**src/rtl/mines_input_controller.sv**
```systemverilog
// Input front end for a 4x4 mines game: two debounced active-low buttons move a
// cursor and reveal tiles until the game ends or every tile is revealed.

module mines_btn_debounce #(
  parameter int DEBOUNCE_CYCLES = 500000
) (
  input  logic clk,
  input  logic rst,
  input  logic i_btn_n,
  output logic o_press
);
  localparam logic [19:0] CNT_MAX = 20'(DEBOUNCE_CYCLES);

  logic        r_sync1;
  logic        r_sync2;
  logic        r_db;
  logic        r_db_q;
  logic [19:0] r_cnt;
  logic [19:0] w_cnt_inc;

  assign w_cnt_inc = r_cnt + 20'd1;

  // db resets low (pressed) so a button held through reset cannot fire.
  always_ff @(posedge clk) begin
    if (rst) begin
      r_sync1 <= 1'b0;
      r_sync2 <= 1'b0;
      r_db    <= 1'b0;
      r_db_q  <= 1'b0;
      r_cnt   <= 20'd0;
    end else begin
      r_sync1 <= i_btn_n;
      r_sync2 <= r_sync1;
      r_db_q  <= r_db;
      if (r_sync2 == r_db) begin
        r_cnt <= 20'd0;
      end else if (w_cnt_inc == CNT_MAX) begin
        r_db  <= r_sync2;
        r_cnt <= 20'd0;
      end else begin
        r_cnt <= w_cnt_inc;
      end
    end
  end

  // Falling edge of the debounced level is a press; release is silent.
  assign o_press = r_db_q & ~r_db;
endmodule

module mines_input_controller #(
  parameter int DEBOUNCE_CYCLES = 500000
) (
  input  logic        clk,
  input  logic        rst,
  input  logic        btn_reveal_n,
  input  logic        btn_next_n,
  input  logic        game_over,
  input  logic        game_won,
  output logic [3:0]  tile_idx,
  output logic        reveal_pulse,
  output logic [3:0]  reveal_tile,
  output logic [15:0] revealed_map,
  output logic [4:0]  reveal_count,
  output logic        locked
);
  typedef enum logic {S_PLAY = 1'b0, S_LOCK = 1'b1} state_t;

  state_t      r_state;
  state_t      w_state_nxt;
  logic        w_rev_press;
  logic        w_nxt_press;
  logic        w_lock_req;
  logic        w_do_reveal;
  logic        w_do_next;
  logic [3:0]  r_tile;
  logic        r_pulse;
  logic [3:0]  r_rtile;
  logic [15:0] r_map;
  logic [4:0]  r_count;

  mines_btn_debounce #(.DEBOUNCE_CYCLES(DEBOUNCE_CYCLES)) u_db_reveal (
    .clk     (clk),
    .rst     (rst),
    .i_btn_n (btn_reveal_n),
    .o_press (w_rev_press)
  );

  mines_btn_debounce #(.DEBOUNCE_CYCLES(DEBOUNCE_CYCLES)) u_db_next (
    .clk     (clk),
    .rst     (rst),
    .i_btn_n (btn_next_n),
    .o_press (w_nxt_press)
  );

  assign w_lock_req = game_over | game_won | (r_count == 5'd16);

  always_ff @(posedge clk) begin
    if (rst) r_state <= S_PLAY;
    else     r_state <= w_state_nxt;
  end

  always_comb begin
    w_state_nxt = r_state;
    if (r_state == S_PLAY && w_lock_req) w_state_nxt = S_LOCK;
  end

  // The lock request itself already gates events, so a reveal coinciding
  // with game end is dropped rather than slipping in before LOCK.
  always_comb begin
    locked      = (r_state == S_LOCK);
    w_do_reveal = 1'b0;
    w_do_next   = 1'b0;
    if (r_state == S_PLAY && !w_lock_req) begin
      w_do_reveal = w_rev_press & ~r_map[r_tile];
      w_do_next   = w_nxt_press;
    end
  end

  always_ff @(posedge clk) begin
    if (rst) begin
      r_tile  <= 4'd0;
      r_pulse <= 1'b0;
      r_rtile <= 4'd0;
      r_map   <= 16'd0;
      r_count <= 5'd0;
    end else begin
      r_pulse <= w_do_reveal;
      if (w_do_reveal) begin
        r_rtile        <= r_tile;
        r_map[r_tile]  <= 1'b1;
        r_count        <= r_count + 5'd1;
      end
      if (w_do_next) r_tile <= r_tile + 4'd1;
    end
  end

  assign tile_idx     = r_tile;
  assign reveal_pulse = r_pulse;
  assign reveal_tile  = r_rtile;
  assign revealed_map = r_map;
  assign reveal_count = r_count;
endmodule

```
**config.mk**
```make
export PLATFORM = sky130hd
export DESIGN_NAME = mines_input_controller
export DESIGN_NICKNAME = d
export VERILOG_FILES = /design/src/rtl/mines_input_controller.sv
export SDC_FILE = /design/constraint.sdc
export NUM_CORES = 1
export LEC_CHECK = 0
export CAP_MARGIN = 15
export CORE_UTILIZATION = 57
export DETAILED_ROUTE_END_ITERATION = 8
export GPL_TIMING_DRIVEN = 0
export MAX_ROUTING_LAYER = met4
export PLACE_DENSITY = 0.91
export SYNTH_ARGS = -nofsm -noshare
export SYNTH_HDL_FRONTEND = slang
export SYNTH_HIERARCHICAL = 1
export SYNTH_SLANG_ARGS = --single-unit
```
**constraint.sdc**
```tcl
create_clock -name clk -period 3.1 [get_ports clk]
set_input_delay 0.62 -clock clk [delete_from_list [all_inputs] [get_ports clk]]
set_output_delay 0.62 -clock clk [all_outputs]
set_load 0.005 [all_outputs]
```
==> flow_metrics.env <==
export IMPL_outcome="complete, no violations"
export IMPL_synthCells=432
export IMPL_crit_path_max_fanout=10
export IMPL_synth_nets=448
export IMPL_die_x_um=85.67
export IMPL_core_area_um2=6794
export IMPL_worstHoldStart="u_db_next/r_sync1"
export IMPL_drt_pre_antenna_iters=5
export IMPL_postCtsSetupRepairBufs=0
export IMPL_synth_area_mux_share_pct=7.181
export IMPL_synth_warnings=6
export IMPL_required_ns=3.32
export IMPL_yosysSeqAreaShare_pct=39.64
export IMPL_ys_ff_latch=79
export IMPL_grt_use_met1_pct=32.87
export IMPL_worstSetupEndpointType="flop"
export IMPL_cts_reportedPaths_clkPinSlew_ns=0.08
export IMPL_top_usage_layer="met2"
export IMPL_fmaxAchievable_ghz=0.3553
export IMPL_synth_most_common_cell="dfxtp_1"
export IMPL_grt_max_degree=15
export IMPL_max_cap_violations=0
export IMPL_antenna_found_initial=0
export IMPL_synth_top_cells_by_area="dfxtp_1 (40%), xnor2_1 (6.4%), nor3_1 (4.6%), nor2_1 (4.5%), mux4_2 (3.4%)"
export IMPL_ctsHtreeMaxLevel=3
export IMPL_clock_latency_ns=0.36
export IMPL_place_congestion=0.8951
export IMPL_hold_violations=0
export IMPL_synth_compound_area_share_pct=7.150
export IMPL_drtIter0Drc=205
export IMPL_slew_headroom_pct=41.93
export IMPL_numPortBuffers=36
export IMPL_ys_flop_type="dfxtp_1"
export IMPL_cts_num_sinks=79
export IMPL_drc=0
export IMPL_ys_async_sr_fraction_pct=0
export IMPL_cts_resized=0
export IMPL_grt_ovfl_total=0
export IMPL_ios=37
export IMPL_p_per_area_nw_per_um2=394.9
export IMPL_wirelength_um=9240
export IMPL_cts_tree="built"
export IMPL_synthAdderAreaFrac_pct=3.136
export IMPL_n_antenna_cell=0
export IMPL_vdd_ir_drop_max_mv=0.2312
export IMPL_synth_top_cell_area_share_pct=39.64
export IMPL_p_leak_uw=0.001481
export IMPL_period_share_pct=90.80
export IMPL_wl_per_cell_um=15.93
export IMPL_dieArea_um2=7338
export IMPL_hp_class="flop to flop"
export IMPL_grt_pass1_vias=3349
export IMPL_synth_xor_area_share_pct=8.780
export IMPL_layout_min_cycle_time_ns=2.815
export IMPL_synth_edf_count=0
export IMPL_setup_viol=0
export IMPL_clock_path_buffers=2
export IMPL_yosysTopAreaCell="dfxtp_1"
export IMPL_dp_slack_ns=0.1399
export IMPL_drive_gt1_share_pct=11.57
export IMPL_die_h_um=85.67
export IMPL_clock_skew_ns=0.01086
export IMPL_worstSetupPathType="flop to flop"
export IMPL_tns_ns=0
export IMPL_rr_startpoint="u_db_next/r_cnt[0]"
export IMPL_via_per_inst=5.952
export IMPL_startpoint="u_db_next/r_cnt[0]"
export IMPL_synthTopCellsByCount="dfxtp_1 (79), nor2_1 (48), nor3_1 (37)"
export IMPL_met2_usage_pct=46.11
export IMPL_arrival_ns=3.03
export IMPL_drtAntennaViolNets=0
export IMPL_grt_first_pass_wirelength_um=15710
export IMPL_start_util_pct=58.73
export IMPL_slew_violations=0
export IMPL_grtUsageMet3_pct=4.427
export IMPL_ys_types=57
export IMPL_syn_mean_instance_area_um2=9.236
export IMPL_worstMarginPinSlew_ns=0.8602
export IMPL_start_kind="flop"
export IMPL_final_nets=495
export IMPL_grt_usage_pct=27.78
export IMPL_numCtsBuffers=9
export IMPL_rows=30
export IMPL_rsz0062_at_grt="no"
export IMPL_postCtsHoldBufs=0
export IMPL_setup_slack_ns=0.2851
export IMPL_clock_root_buffer="clkbuf_8"
export IMPL_vias=3452
export IMPL_synth_top_family_by_area="simple AND/OR/NAND/NOR gates"
export IMPL_areaGrowthSynthToFinish_pct=17.25
export IMPL_dpl_hpwl_um=6407
export IMPL_netlist_area_um2=3990
export IMPL_synth_simple_area_share_pct=30.45
## worst paths after layout
path                         end  slack, ns  cells after the start
max          u_db_next/r_cnt[17]       0.29                      8
min            u_db_next/r_sync2       0.44                      1
max reg2reg  u_db_next/r_cnt[17]       0.29                      8
min reg2reg    u_db_next/r_sync2       0.44                      1
## critical path, cell delays in order (launching register included)
cell      delay [ns]
dfxtp_1         0.44
ha_1            0.30
nand4_1         0.23
or2_2           0.41
o32ai_1         0.28
o311ai_1        0.22
nor4_4          0.45
buf_4           0.27
nor3_1          0.06
## power breakdown
| part | internal [uW] | switching, uW | total, uW |
|---|---|---|---|
| Sequential | 1020 | 2.45 | 1020 |
| Clock | 414 | 380 | 794 |
| Combinational | 14.5 | 18.7 | 33.2 |
| Total | 1450 | 401 | 1850 |
## layout by cell type (no fill, tap or decap), types with 3 or more instances in the layout
cell and instances:
dfxtp_1 79, nor2_1 48, nor3_1 37, clkdlybuf4s50_1 36, xnor2_1 29, nand2_1 25, nand2b_1 17, a31oi_1 16
nand3_1 16, nor2b_1 15, xor2_1 11, clkbuf_8 11, ha_1 10, clkbuf_1 9, nor4_1 9, nor3b_1 9
inv_1 8, mux4_2 6, nand4_1 6, buf_2 5, mux2i_1 5, o21ai_0 4, or3_1 4, a211oi_1 4
buf_6 3, mux2_2 3, mux2_4 3, a21oi_1 3, or2_2 3, o311ai_1 3
## sequential cells by signal (all words and copies together) (netlist names), 4 cells and up
signal / cells
u_db_next/r_cnt: 20
u_db_reveal/r_cnt: 20
revealed_map: 16
reveal_count: 5
reveal_tile: 4
tile_idx: 4
## metal layers
| layer | wire (um) | vias up |
|---|---|---|
| met5 | 0 | - |
| met4 | 190 | 0 |
| met3 | 480 | 22 |
| met2 | 4580 | 145 |
| met1 | 3988 | 1648 |
| li1 | - | 1637 |
## cell type report
| type | instances | area [um^2] |
|---|---|---|
| Fill cell | 492 | 2116 |
| Sequential cell | 79 | 1582 |
| Timing Repair Buffer | 36 | 360.3 |
| Multi-Input combinational cell | 324 | 2262 |
| Clock inverter | 5 | 56.30 |
| Inverter | 8 | 30.03 |
| Tap cell | 96 | 120.1 |
| Clock buffer | 11 | 151.4 |
| Buffer | 21 | 116.4 |
## stage by stage
stage | util, % | cells | instance area [um^2] | total power, uW | hold slack (ns)
floorplan | - | 432 | 3990 | 1061 | 0.4138
global placement | 65.80 | 564 | 4471 | 1076 | 0.4190
detailed placement | 65.80 | 564 | 4471 | 1077 | 0.4256
CTS | 68.86 | 580 | 4678 | 1857 | 0.4445
global route | 68.86 | 580 | 4678 | 1896 | 0.4616
finish | 68.86 | 580 | 4678 | 1847 | 0.4415
## logic make-up after synthesis
family          Yosys count
compound gates           41
xor+xnor                 40
fa+ha+maj                10
buf+inv                  29
flops                    79
mux                      19
simple gates            214
Power figures use the tool's default switching activity.
